## src/rtl/gpioemu_pkg.sv

```systemverilog
// Shared constants and types for the multiply-result FIFO and its bus window.
package gpioemu_pkg;

  localparam logic [15:0] ADDR_FIFO_W   = 16'h03B0;
  localparam logic [15:0] ADDR_FIFO_L   = 16'h03B8;
  localparam logic [15:0] ADDR_FIFO_CTL = 16'h03C0;

  localparam int unsigned CTL_POP   = 0;
  localparam int unsigned CTL_CLR   = 1;
  localparam int unsigned CTL_FLUSH = 2;

  localparam int unsigned W_W = 32;
  localparam int unsigned W_L = 24;

  typedef struct packed {
    logic           ovf;
    logic [W_L-1:0] l;
    logic [W_W-1:0] w;
  } fifo_entry_t;

  function automatic logic [7:0] sat_inc8(input logic [7:0] v);
    return (v == 8'hFF) ? v : v + 8'd1;
  endfunction

endpackage

```

## src/rtl/strobe_sync.sv

```systemverilog
// Two-flop synchronizer for an asynchronous bus strobe, plus a one-clk rising-edge pulse.
module strobe_sync (
  input  logic clk,
  input  logic reset,
  input  logic strobe,
  output logic pulse
);

  // sync_q[0]/[1] are the synchronizer; sync_q[2] is the edge-detect delay stage.
  logic [2:0] sync_q, sync_d;

  always_comb begin
    sync_d = {sync_q[1:0], strobe};
  end

  always_ff @(posedge clk) begin
    if (reset) begin
      sync_q <= '0;
    end else begin
      sync_q <= sync_d;
    end
  end

  assign pulse = sync_q[1] & ~sync_q[2];

endmodule

```

## src/rtl/mulres_fifo.sv

```systemverilog
// Result FIFO behind the multiply/popcount engine, read and controlled over the slow bus.
module mulres_fifo
  import gpioemu_pkg::*;
#(
  parameter int unsigned DEPTH = 4,
  parameter int unsigned AW    = 2
) (
  input  logic           clk,
  input  logic           reset,
  input  logic           res_valid,
  input  logic [W_W-1:0] res_w,
  input  logic [W_L-1:0] res_l,
  input  logic           res_ovf,
  input  logic [15:0]    saddress,
  input  logic           srd,
  input  logic           swr,
  input  logic [31:0]    sdata_in,
  output logic [31:0]    sdata_out,
  output logic           fifo_nempty,
  output logic           fifo_full
);

  logic rd_evt, wr_evt;

  strobe_sync u_rd_sync (
    .clk    (clk),
    .reset  (reset),
    .strobe (srd),
    .pulse  (rd_evt)
  );

  strobe_sync u_wr_sync (
    .clk    (clk),
    .reset  (reset),
    .strobe (swr),
    .pulse  (wr_evt)
  );

  fifo_entry_t       mem_q [DEPTH];
  logic [AW-1:0]     wr_ptr_q, wr_ptr_d;
  logic [AW-1:0]     rd_ptr_q, rd_ptr_d;
  logic [AW:0]       count_q, count_d;
  logic [7:0]        drop_cnt_q, drop_cnt_d;
  logic              drop_sticky_q, drop_sticky_d;
  logic [31:0]       sdata_out_q, sdata_out_d;

  logic        ctl_wr, pop_req, clr_req, flush_req;
  logic        do_push, do_pop, do_drop;
  fifo_entry_t push_entry, head;
  logic [7:0]  count_ext;
  logic [31:0] status_word;
  logic        unused_sdata;

  assign unused_sdata = ^sdata_in[31:3];

  assign fifo_full   = (count_q == (AW+1)'(DEPTH));
  assign fifo_nempty = (count_q != '0);

  assign ctl_wr    = wr_evt && (saddress == ADDR_FIFO_CTL);
  assign pop_req   = ctl_wr && sdata_in[CTL_POP];
  assign clr_req   = ctl_wr && sdata_in[CTL_CLR];
  assign flush_req = ctl_wr && sdata_in[CTL_FLUSH];

  // Flush discards any same-cycle push outright, so it neither stores nor counts as a drop.
  assign do_pop  = pop_req && fifo_nempty && !flush_req;
  assign do_push = res_valid && !flush_req && (!fifo_full || do_pop);
  assign do_drop = res_valid && !flush_req && fifo_full && !do_pop;

  assign push_entry = '{ovf: res_ovf, l: res_l, w: res_w};
  assign head       = mem_q[rd_ptr_q];

  always_comb begin
    wr_ptr_d = wr_ptr_q;
    rd_ptr_d = rd_ptr_q;
    count_d  = count_q;
    if (flush_req) begin
      rd_ptr_d = wr_ptr_q;
      count_d  = '0;
    end else begin
      if (do_push) wr_ptr_d = wr_ptr_q + AW'(1);
      if (do_pop)  rd_ptr_d = rd_ptr_q + AW'(1);
      unique case ({do_push, do_pop})
        2'b10:   count_d = count_q + (AW+1)'(1);
        2'b01:   count_d = count_q - (AW+1)'(1);
        default: count_d = count_q;
      endcase
    end
  end

  always_comb begin
    drop_cnt_d    = drop_cnt_q;
    drop_sticky_d = drop_sticky_q;
    if (clr_req) begin
      drop_cnt_d    = '0;
      drop_sticky_d = 1'b0;
    end else if (do_drop) begin
      drop_cnt_d    = sat_inc8(drop_cnt_q);
      drop_sticky_d = 1'b1;
    end
  end

  always_comb begin
    count_ext   = 8'(count_q);
    status_word = {16'b0, drop_cnt_q, 2'b0, drop_sticky_q, fifo_full, fifo_nempty,
                   count_ext[2:0]};
    sdata_out_d = sdata_out_q;
    if (rd_evt) begin
      case (saddress)
        ADDR_FIFO_W:   sdata_out_d = fifo_nempty ? head.w : 32'b0;
        ADDR_FIFO_L:   sdata_out_d = fifo_nempty ? {7'b0, head.ovf, head.l} : 32'b0;
        ADDR_FIFO_CTL: sdata_out_d = status_word;
        default:       sdata_out_d = 32'b0;
      endcase
    end
  end

  always_ff @(posedge clk) begin
    if (reset) begin
      wr_ptr_q      <= '0;
      rd_ptr_q      <= '0;
      count_q       <= '0;
      drop_cnt_q    <= '0;
      drop_sticky_q <= 1'b0;
      sdata_out_q   <= '0;
    end else begin
      wr_ptr_q      <= wr_ptr_d;
      rd_ptr_q      <= rd_ptr_d;
      count_q       <= count_d;
      drop_cnt_q    <= drop_cnt_d;
      drop_sticky_q <= drop_sticky_d;
      sdata_out_q   <= sdata_out_d;
    end
  end

  // Storage needs no reset: an entry is only readable once count covers it.
  always_ff @(posedge clk) begin
    if (do_push) mem_q[wr_ptr_q] <= push_entry;
  end

  assign sdata_out = sdata_out_q;

endmodule
```

## config.mk

```make
export PLATFORM = sky130hd
export DESIGN_NAME = mulres_fifo
export DESIGN_NICKNAME = d
export VERILOG_FILES = /design/src/rtl/gpioemu_pkg.sv /design/src/rtl/strobe_sync.sv /design/src/rtl/mulres_fifo.sv
export SDC_FILE = /design/constraint.sdc
export NUM_CORES = 1
export LEC_CHECK = 0
export BUFFER_PORTS_ARGS = -buffer_cell sky130_fd_sc_hd__clkbuf_2
export CORE_MARGIN = 2
export CORE_UTILIZATION = 62
export CTS_CLUSTER_DIAMETER = 150
export CTS_CLUSTER_SIZE = 20
export DETAILED_ROUTE_END_ITERATION = 16
export PLACE_DENSITY = 0.85
export SLEW_MARGIN = 20
export SYNTH_ARGS = -nofsm -noshare
export SYNTH_HDL_FRONTEND = slang
export SYNTH_SLANG_ARGS = --single-unit
```

## constraint.sdc

```tcl
create_clock -name clk -period 5 [get_ports clk]
set_input_delay 0.25 -clock clk [delete_from_list [all_inputs] [get_ports clk]]
set_output_delay 0.25 -clock clk [all_outputs]
set_load 0.005 [all_outputs]
```

# --- Word-level counts from Yosys, hierarchy flattened ---
# Memories as Yosys holds them, arrays and structs flattened. A register that Yosys moved wholly into a read port is not among the register bits.
# Index checks and enable logic that the tools add are counted.
# Widths: inputs -> output; s select.
totals:
  wordCells: 58
  output_inout_bits: 34
  regBits: 54
  inputBits: 110
  n_memories: 1
  mem_bits_rw: 228
op_classes:
  n_reduce_logical: 21
  add_sub_neg: 5
  bitwise: 6
  n_eq_ne: 7
  muxes: 10
mem_list:
  columns: ["name", "words", "word_bits", "read_ports", "rd_ports_with_merged_regs", "wr", "line", "text"]
  rows:
  - ["mem_q", 4, 57, 1, 1, 1, "mulres_fifo.sv:39", "fifo_entry_t mem_q [DEPTH];"]
ops:
  columns: ["operator", "count"]
  rows:
  - ["$pmux 32 s3", 1]
  - ["$eq 16x10->1 const B", 3]
  - ["$mux 32", 1]
  - ["$mux 25", 1]
  - ["$logic_and 1x1->1", 10]
  - ["$add 8x1->8 const B", 1]
  - ["$eq 8x8->1 const B", 1]
  - ["$mux 2", 4]
  - ["$pmux 3 s2", 1]
  - ["$add 2x1->2 const B", 2]
  - ["$not 1->1", 4]
  - ["$reduce_and 2->1", 2]
  - ["$reduce_bool 2->1", 2]
  - ["$reduce_or 2->1", 2]
  - ["$add 3x1->3 const B", 1]
  - ["$eq 3x3->1 const B", 1]
  - ["$logic_not 1->1", 3]
  - ["$reduce_bool 3->1", 1]
  - ["$sub 3x1->3 const B", 1]
  - ["$and 1x1->1", 2]
  - ["$eq 2x1->1 const B", 1]
  - ["$eq 2x2->1 const B", 1]
  - ["$mux 1", 2]
  - ["$logic_or 1x1->1", 1]

# --- Longest topological paths before layout ---
# Gate-level depths: netlist of the first run.
depth:
  word_depth: 10
  mapped_depth: 14
  depth_no_buf: 12

# --- Modules after synthesis ---
# From an unflattened synthesis of the first run, not the netlist that was laid out.
unflattened:
  cells_unflattened: 596
  hier_area_um2: 10856.7
by_module_without_submodules:
  columns: ["module", "area_each_um2", "seq_area_each_um2", "cells_per_inst", "n_inst"]
  rows:
  - ["mulres_fifo", 10681.5, 7847.5, 582, 1]
  - ["strobe_sync", 87.6, 60.1, 7, 2]

# --- Worst setup path before layout of the first run ---
# OpenSTA, ideal clock, no wires.
synth_timing:
  kind: "input -> register"
  from: "input port saddress[13]"
  to: "memory mem_q[0][0] in the netlist's numbering, enable pin"
  path_buffers: 1
  setup_ps: 421
  cell_stages: 6
  required_time_ps: 4579
  setup_slack_ps: 1904
  arrival_ps: 2676
  cell_sequence: "nor4_1 > nand4_1 > o41ai_1 > and3_1 > buf_6 > and2_1"
synth_via:
  elab_chain_cells: 9
  elab_cells_between_ends: 12
  classes_between: "eq/ne (1); mux (2); reduce/logical (9)"
synth_rtl:
  columns: ["item", "line", "text"]
  rows:
  - ["start: declaration", "mulres_fifo.sv:14", "input logic [15:0] saddress,"]
  - ["$eq 16x10->1 (*)", "mulres_fifo.sv:59", "assign ctl_wr = wr_evt && (saddress == ADDR_FIFO_CTL);"]
  - ["$logic_and 1x1->1 (*)", "mulres_fifo.sv:59", null]
  - ["$logic_and 1x1->1 (on tied branches)", "mulres_fifo.sv:60, mulres_fifo.sv:62", null]
  - ["$logic_and 1x1->1 or $logic_not 1->1 (tied branches)", "mulres_fifo.sv:65, mulres_fifo.sv:66", null]
  - ["$logic_and 1x1->1", "mulres_fifo.sv:65", "assign do_pop = pop_req && fifo_nempty && !flush_req;"]
  - ["$logic_or 1x1->1", "mulres_fifo.sv:66", "assign do_push = res_valid && !flush_req && (!fifo_full || do_pop);"]
  - ["$logic_and 1x1->1 (*)", "mulres_fifo.sv:66", null]
  - ["$mux 1 (*)", "mulres_fifo.sv:137", "if (do_push) mem_q[wr_ptr_q] <= push_entry;"]
  - ["$mux 1 (not written as such) (*)", "mulres_fifo.sv:137", null]
  - ["end: declaration", "mulres_fifo.sv:39", null]
# Every way passes the cells marked *; elsewhere a longest branch is shown, timed or not.

# --- Worst setup path after layout of the first run ---
layout_timing:
  from: "input port saddress[2]"
  to: "register count_q[2]"
layout_via:
  elab_chain_cells: 9
  elab_cells_between_ends: 15
  classes_between: "eq/ne (3); mux (1); reduce/logical (11)"
layout_rtl:
  columns: ["item", "line", "text"]
  rows:
  - ["$eq 16x10->1 (*)", "mulres_fifo.sv:59", null]
  - ["$logic_and 1x1->1 (*)", "mulres_fifo.sv:59", null]
  - ["$logic_and 1x1->1 (on tied branches)", "mulres_fifo.sv:60, mulres_fifo.sv:62", null]
  - ["$logic_and 1x1->1 or $logic_not 1->1 (tied branches)", "mulres_fifo.sv:65, mulres_fifo.sv:66", null]
  - ["$logic_and 1x1->1", "mulres_fifo.sv:65", null]
  - ["$logic_or 1x1->1", "mulres_fifo.sv:66", null]
  - ["$logic_and 1x1->1", "mulres_fifo.sv:66", null]
  - ["$eq 2x1->1 or $eq 2x2->1 (tied branches)", "mulres_fifo.sv:82", "unique case ({do_push, do_pop})"]
  - ["$pmux 3 s2 or $reduce_bool 2->1 (tied branches)", null, null]
  - ["end signal: assignment", "mulres_fifo.sv:128", "count_q <= count_d;"]
  - ["end: declaration", "mulres_fifo.sv:42", "logic [AW:0] count_q, count_d;"]
# Marks and branches as above.
# A chain may end at the register's enable or synchronous reset.

==> results.sh, run 1 <==
export IMPL_final_common_cell="edfxtp_1"
export IMPL_regToRegStartpoint="count_q[0]$_SDFFE_PP0P_"
export IMPL_dp_hpwl_mm=13.1
export IMPL_cap_violations=0
export IMPL_met2_usage_pct=42.5
export IMPL_cts_buffers=18
export IMPL_r2r_setup_slack_ns=2.31
export IMPL_synth_nets=712
export IMPL_slew_viol_final=0
export IMPL_seq_area_frac_synth_pct=73.3
export IMPL_cts_tree="built"
export IMPL_slew_headroom_pct=28.7
export IMPL_insertion_delay_ns=0.50
export IMPL_tightest_slew_ns=1.07
export IMPL_path_class="primary input to flip-flop"
export IMPL_cts_root_buf="clkbuf_16"
export IMPL_grt_max_degree=47
export IMPL_synthCells=595
export IMPL_grt_pass1_wl_mm=34.6
export IMPL_internal_power_w=0.00349
export IMPL_ios=144
export IMPL_seqPwrFrac_pct=61.1
export IMPL_drtIter0Drc=563
export IMPL_clk_path_buf_depth=3
export IMPL_cp_start_kind="primary input"
export IMPL_min_period_ns=2.80
export IMPL_critPathMaxFanout=20
export IMPL_max_freq_mhz=357
export IMPL_final_setup_tns_ns=0
export IMPL_fin_util_pct=74.1
export IMPL_final_hold_violation_count=0
export IMPL_syn_area_um2=10900
export IMPL_place_gp_congestion=0.742
export IMPL_swShare_pct=20.5
export IMPL_dieArea_um2=18600
export IMPL_avgSynthCellArea_um2=18.3
export IMPL_whs_path_depth=3
export IMPL_drive_above_1_share_pct=27.7
export IMPL_clock_sinks=284
export IMPL_io_buffers=114
export IMPL_ys_dominant_reg_cell="edfxtp_1"
export IMPL_cts_resized=0
export IMPL_met3_usage_pct=4.06
export IMPL_synthAdderAreaFrac_pct=0.874
export IMPL_wl_per_cell_um=22.3
export IMPL_hold_path_class="primary input to flip-flop"
export IMPL_vias_per_cell=6.21
export IMPL_cts_htree_levels=1
export IMPL_cp_end_kind="flip-flop"
export IMPL_synth_xor_area_share_pct=0.242
export IMPL_die_width_um=136
export IMPL_n_antenna_cell=0
export IMPL_required_ns=5.38
export IMPL_vias=6209
export IMPL_hold_start="sdata_in[2]"
export IMPL_crit_arrival_ns=3.18
export IMPL_core_area_um2=17200
export IMPL_route_detailed_drc=0
export IMPL_final_nets=880
export IMPL_period_share_pct=56.0
export IMPL_p_leak_nw=4.29
export IMPL_path_clk_slew_ns=0.08
export IMPL_p_clk_share_pct=33.1
export IMPL_power_frac_comb_pct=5.7
export IMPL_r2r_end="sdata_out[23]$_SDFFE_PP0P_"
export IMPL_top_usage_layer="met2"
export IMPL_status="complete, no violations"
export IMPL_syn_to_final_growth_pct=17.5
export IMPL_rsz0062_at_grt="no"
export IMPL_antenna_found_initial=0
export IMPL_start_util_pct=63.1
export IMPL_rr_worst_depth=5
export IMPL_grt_pass1_vias=6416
export IMPL_synth_simple_area_share_pct=4.80
export IMPL_wl_mm=22.3
export IMPL_finClkSkew_ns=0.0186
export IMPL_synth_distinct_cells=53
export IMPL_drt_pass1_iterations=5
export IMPL_async_flop_share_pct=0
export IMPL_rows=48
export IMPL_synth_mux_area_share_pct=12.0
export IMPL_layout_common_cells="edfxtp_1, clkbuf_2, dlygate4sd3_1, mux4_2, dfxtp_1"
export IMPL_die_h_um=136
export IMPL_grt_overflow=0
export IMPL_synth_compound_area_share_pct=7.03
export IMPL_use_met1_pct=33.1
export IMPL_finalSetupViolations=0
export IMPL_synth_top_family_by_area="multiplexers"
export IMPL_ir_drop_uv=291
export IMPL_cellPowerDensity_nw_per_um2=343
export IMPL_gr_usage_all_layers_pct=24.7
export IMPL_yosysWarningCount=0
export IMPL_synth_edf_count=228
export IMPL_ant_nets=0
export IMPL_synth_seq_cells=284
export IMPL_switchingPower_w=0.000899
## layer usage
layer / up-vias / part of all wire [%]
li1: 2762 / -
met1: 3153 / 39
met2: 260 / 51
met3: 34 / 7.4
met4: 0 / 1.9
met5: - / 0
## state kept, by name (all words and copies together) (netlist names), named ones only
register          count
count_q               3
drop_cnt_q            8
drop_sticky_q         1
mem_q               228
rd_ptr_q              2
sdata_out            32
u_rd_sync.sync_q      3
u_wr_sync.sync_q      3
wr_ptr_q              2
## Yosys cell counts (2+ instances only)
| library cell | number | share of area, % |
|---|---|---|
| nand3_1 | 10 | 0.46 |
| a31oi_1 | 2 | 0.12 |
| or3_1 | 2 | 0.12 |
| nor2_1 | 32 | 1.1 |
| o21ai_0 | 13 | 0.60 |
| and3_1 | 6 | 0.35 |
| a22oi_1 | 31 | 2.1 |
| buf_2 | 6 | 0.28 |
| nor2b_1 | 6 | 0.35 |
| a32o_1 | 4 | 0.37 |
| buf_6 | 3 | 0.31 |
| or4_1 | 4 | 0.28 |
| inv_1 | 8 | 0.28 |
| o31ai_1 | 6 | 0.41 |
| a2bb2oi_1 | 11 | 0.89 |
| nand2_1 | 10 | 0.35 |
| xor2_1 | 2 | 0.16 |
| nor3b_2 | 2 | 0.23 |
| and4bb_2 | 2 | 0.23 |
| and2_1 | 6 | 0.35 |
| edfxtp_1 | 228 | 63 |
| clkbuf_1 | 22 | 0.76 |
| mux4_2 | 57 | 12 |
| dfxtp_1 | 56 | 10 |
| buf_1 | 2 | 0.069 |
| a21oi_1 | 19 | 0.87 |
| a22o_1 | 10 | 0.81 |
| ha_1 | 6 | 0.69 |
| nor3_1 | 5 | 0.23 |
## power by group through the flow
stage | clock [W] | combinational, W | sequential [W]
after global routing | 0.00156 | 0.000272 | 0.00269
after global placement | 0 | 0.000196 | 0.00273
after detailed placement | 0 | 0.000209 | 0.00274
after CTS | 0.00147 | 0.000248 | 0.00268
final | 0.00145 | 0.000251 | 0.00268
after floorplan | 0 | 0.000115 | 0.00273
## cell type report
type	instances	area [µm²]
Fill cell	985	4460
Clock buffer	31	520
Multi-Input combinational cell	268	2730
Sequential cell	284	7970
Tap cell	225	282
Inverter	9	33.8
Clock inverter	1	16.3
Timing Repair Buffer	182	1230
## worst max-delay path, stage by stage
cell      delay, ns
clkbuf_2       0.11
nor4_4         0.42
and4_1         0.72
nand3_1        0.18
and3_1         0.32
inv_1          0.09
ha_1           0.18
inv_1          0.06
fa_1           0.38
xor2_1         0.15
nor2_1         0.11
xnor2_1        0.14
nor2_1         0.06
## logic make-up after synthesis
family | after synthesis
and+or+nand+nor | 94
buffers and inverters | 43
adders and majority gates | 7
DFF | 284
muxes | 59
AOI/OAI and AO/OA | 105
xor gates and xnor gates | 3
## worst max-delay path by stage
stage	start	endpoint	slack (ns)	depth (start not counted)
after floorplan	saddress[13]	mem_q[0][0]$_DFFE_PP_	1.90	6
final	saddress[2]	count_q[2]$_SDFFE_PP0P_	2.20	13
after global routing	saddress[13]	count_q[2]$_SDFFE_PP0P_	1.95	13
after global placement	saddress[13]	mem_q[0][43]$_DFFE_PP_	1.70	7
after CTS	count_q[0]$_SDFFE_PP0P_	mem_q[1][14]$_DFFE_PP_	2.00	5
after detailed placement	saddress[2]	mem_q[1][43]$_DFFE_PP_	1.63	7
## through the flow
stage               cells  power, W  hold slack, ns  worst slack (ns)  instance area [µm²]
finish               1000   0.00439           0.196              2.20                12800
global route         1000   0.00452           0.196              1.95                12800
CTS                  1000   0.00440           0.176              2.00                12800
detailed placement    909   0.00295           0.431              1.63                11600
global placement      909   0.00292           0.441              1.70                11600
floorplan             595   0.00284           0.349              1.90                10900
## timing repair
item,4_1_cts,5_1_grt
endpoints found under the hold margin,229,0
hold buffers,59,0
buffers inserted,0,0
Note: power is estimated with default switching activity, not from simulation.
==> run 2, diff against run 1 <==
Settings changed: CORE_UTILIZATION 62 to 52, PLACE_DENSITY 0.85 to 0.76.
Clock period 5 ns to 2.31 ns, I/O delays scaled along.
==> run 2 against run 1 <==
  * Critical path depth down 2
  * Clock-buffer cell count unchanged
  * Final cell count up 7.5%
  * Critical endpoint unchanged
  * Largest cell class unchanged
==> results.sh, run 2 (synthesis results as in run 1) <==
export IMPL_ios=144
export IMPL_period_share_pct=93.6
export IMPL_gr_usage_all_layers_pct=20.3
export IMPL_crit_arrival_ns=2.54
export IMPL_io_buffers=114
export IMPL_layout_common_cells="edfxtp_1, clkbuf_2, dlygate4sd3_1, mux4_2, dfxtp_1"
export IMPL_syn_to_final_growth_pct=22.1
export IMPL_internal_power_w=0.00760
export IMPL_clock_sinks=284
export IMPL_slew_headroom_pct=57.6
export IMPL_cp_end_kind="flip-flop"
export IMPL_critPathMaxFanout=5
export IMPL_path_clk_slew_ns=0.08
export IMPL_fin_util_pct=65.2
export IMPL_cp_start_kind="flip-flop"
export IMPL_core_area_um2=20400
export IMPL_dieArea_um2=22100
export IMPL_swShare_pct=20.1
export IMPL_slew_viol_final=0
export IMPL_final_hold_violation_count=0
export IMPL_grt_max_degree=35
export IMPL_wl_per_cell_um=21.0
export IMPL_wl_mm=22.5
export IMPL_vias_per_cell=5.82
export IMPL_rsz0062_at_grt="no"
export IMPL_cts_tree="built"
export IMPL_max_freq_mhz=463
export IMPL_p_clk_share_pct=32.6
export IMPL_insertion_delay_ns=0.49
export IMPL_min_period_ns=2.16
export IMPL_final_nets=909
export IMPL_required_ns=2.69
export IMPL_drt_pass1_iterations=4
export IMPL_cellPowerDensity_nw_per_um2=716
export IMPL_tightest_slew_ns=0.633
export IMPL_critPathMaxStageDelay_ns=0.41
export IMPL_largest_reg_flops=228
export IMPL_drtIter0Drc=339
export IMPL_cts_buffers=18
export IMPL_dp_hpwl_mm=14.1
export IMPL_cp_top_family="simple AND/OR/NAND/NOR gates"
export IMPL_cap_violations=0
export IMPL_start_util_pct=53.4
export IMPL_switchingPower_w=0.00191
export IMPL_place_gp_congestion=0.785
export IMPL_rows=52
export IMPL_power_frac_comb_pct=6.4
export IMPL_path_class="flip-flop to flip-flop"
export IMPL_cts_htree_levels=1
export IMPL_crit_path_cell_trace="nor3b_2 -> o41ai_1 -> and3_1 -> inv_1 -> ha_2 -> inv_1 -> fa_2 -> xor2_1 -> nor2_1 -> xnor2_1 -> nor2_1"
export IMPL_p_leak_nw=4.49
export IMPL_die_h_um=149
export IMPL_final_common_cell="edfxtp_1"
export IMPL_hold_path_class="primary input to flip-flop"
export IMPL_worst_hold_slack_ns=0.0975
export IMPL_route_detailed_drc=0
export IMPL_cts_root_buf="clkbuf_16"
export IMPL_antenna_found_initial=1
export IMPL_worst_path_buf_inv=2
export IMPL_status="complete, no violations"
export IMPL_regMostFlops="mem_q"
export IMPL_fin_cells=1075
export IMPL_ir_drop_uv=487
export IMPL_placed_cells=978
export IMPL_grt_pass1_vias=6536
export IMPL_drive_above_1_share_pct=31.1
export IMPL_grt_overflow=0
export IMPL_vias=6255
export IMPL_die_width_um=149
export IMPL_clk_path_buf_depth=3
export IMPL_grt_pass1_wl_mm=34.5
export IMPL_ant_nets=0
export IMPL_worst_path_max_delay_cell="dfxtp_2"
export IMPL_seqPwrFrac_pct=61.0
export IMPL_finClkSkew_ns=0.0228
export IMPL_finalSetupViolations=0
## run 2: worst register-to-register path, stage by stage, from the launching register on
cell     delay [ns]
dfxtp_2        0.41
nor3b_2        0.24
o41ai_1        0.10
and3_1         0.21
inv_1          0.07
ha_2           0.19
inv_1          0.06
fa_2           0.34
xor2_1         0.14
nor2_1         0.11
xnor2_1        0.13
nor2_1         0.06
## run 2: path summary, 6_finish.rpt
check	startpoint	end	slack [ns]	depth (start not counted)
worst max-delay path	count_q[2]$_SDFFE_PP0P_	count_q[2]$_SDFFE_PP0P_	0.15	11
worst min-delay path	res_valid	drop_sticky_q$_SDFFE_PP0P_	0.1	5
worst max register to register	count_q[2]$_SDFFE_PP0P_	count_q[2]$_SDFFE_PP0P_	0.15	11
worst min register to register	u_rd_sync.sync_q[0]$_SDFF_PP0_	u_rd_sync.sync_q[1]$_SDFF_PP0_	0.47	1
## run 2: power groups by stage
stage                     Combinational, W  Sequential (W)  Clock (W)
after global routing              0.000655         0.00581    0.00337
after detailed placement          0.000515         0.00591          0
final                             0.000610         0.00580    0.00310
after floorplan                   0.000251         0.00590          0
after global placement            0.000492         0.00590          0
after CTS                         0.000604         0.00580    0.00318
## run 2: routing by layer
metal	up-vias	wire (µm)	GRT usage, %
li1	2822	-	-
met3	22	1470	3.31
met5	-	0	0
met1	3171	9190	27.5
met2	240	11500	35.1
met4	0	333	4.43
## run 2: metrics by stage
step           area, µm²  power [W]  setup WS [ns]  TNS (ns)
3_3_place_gp       12100    0.00639         0.0235         0
5_1_grt            13300    0.00984         0.0340         0
3_5_place_dp       12100    0.00643        -0.0799    -0.150
4_1_cts            13200    0.00958         0.0266         0
6_report           13300    0.00951          0.148         0
2_1_floorplan      10900    0.00615        0.00578         0
## run 2: layout make-up
type	instances	area (µm²)
antenna	1	2.50
clock buffer	31	520
clock inverter	1	16.3
fill	1378	7080
inverter	9	33.8
multi-input combinational	268	2730
sequential	284	7980
tap	270	338
timing repair buffer	211	1660
## run 2: repair_timing
action                                  CTS  global route
buffers inserted                          0             5
endpoints found under the setup margin    0            12
gates resized for setup                   0             5
hold endpoints to repair                230             0
hold buffers                             59             0
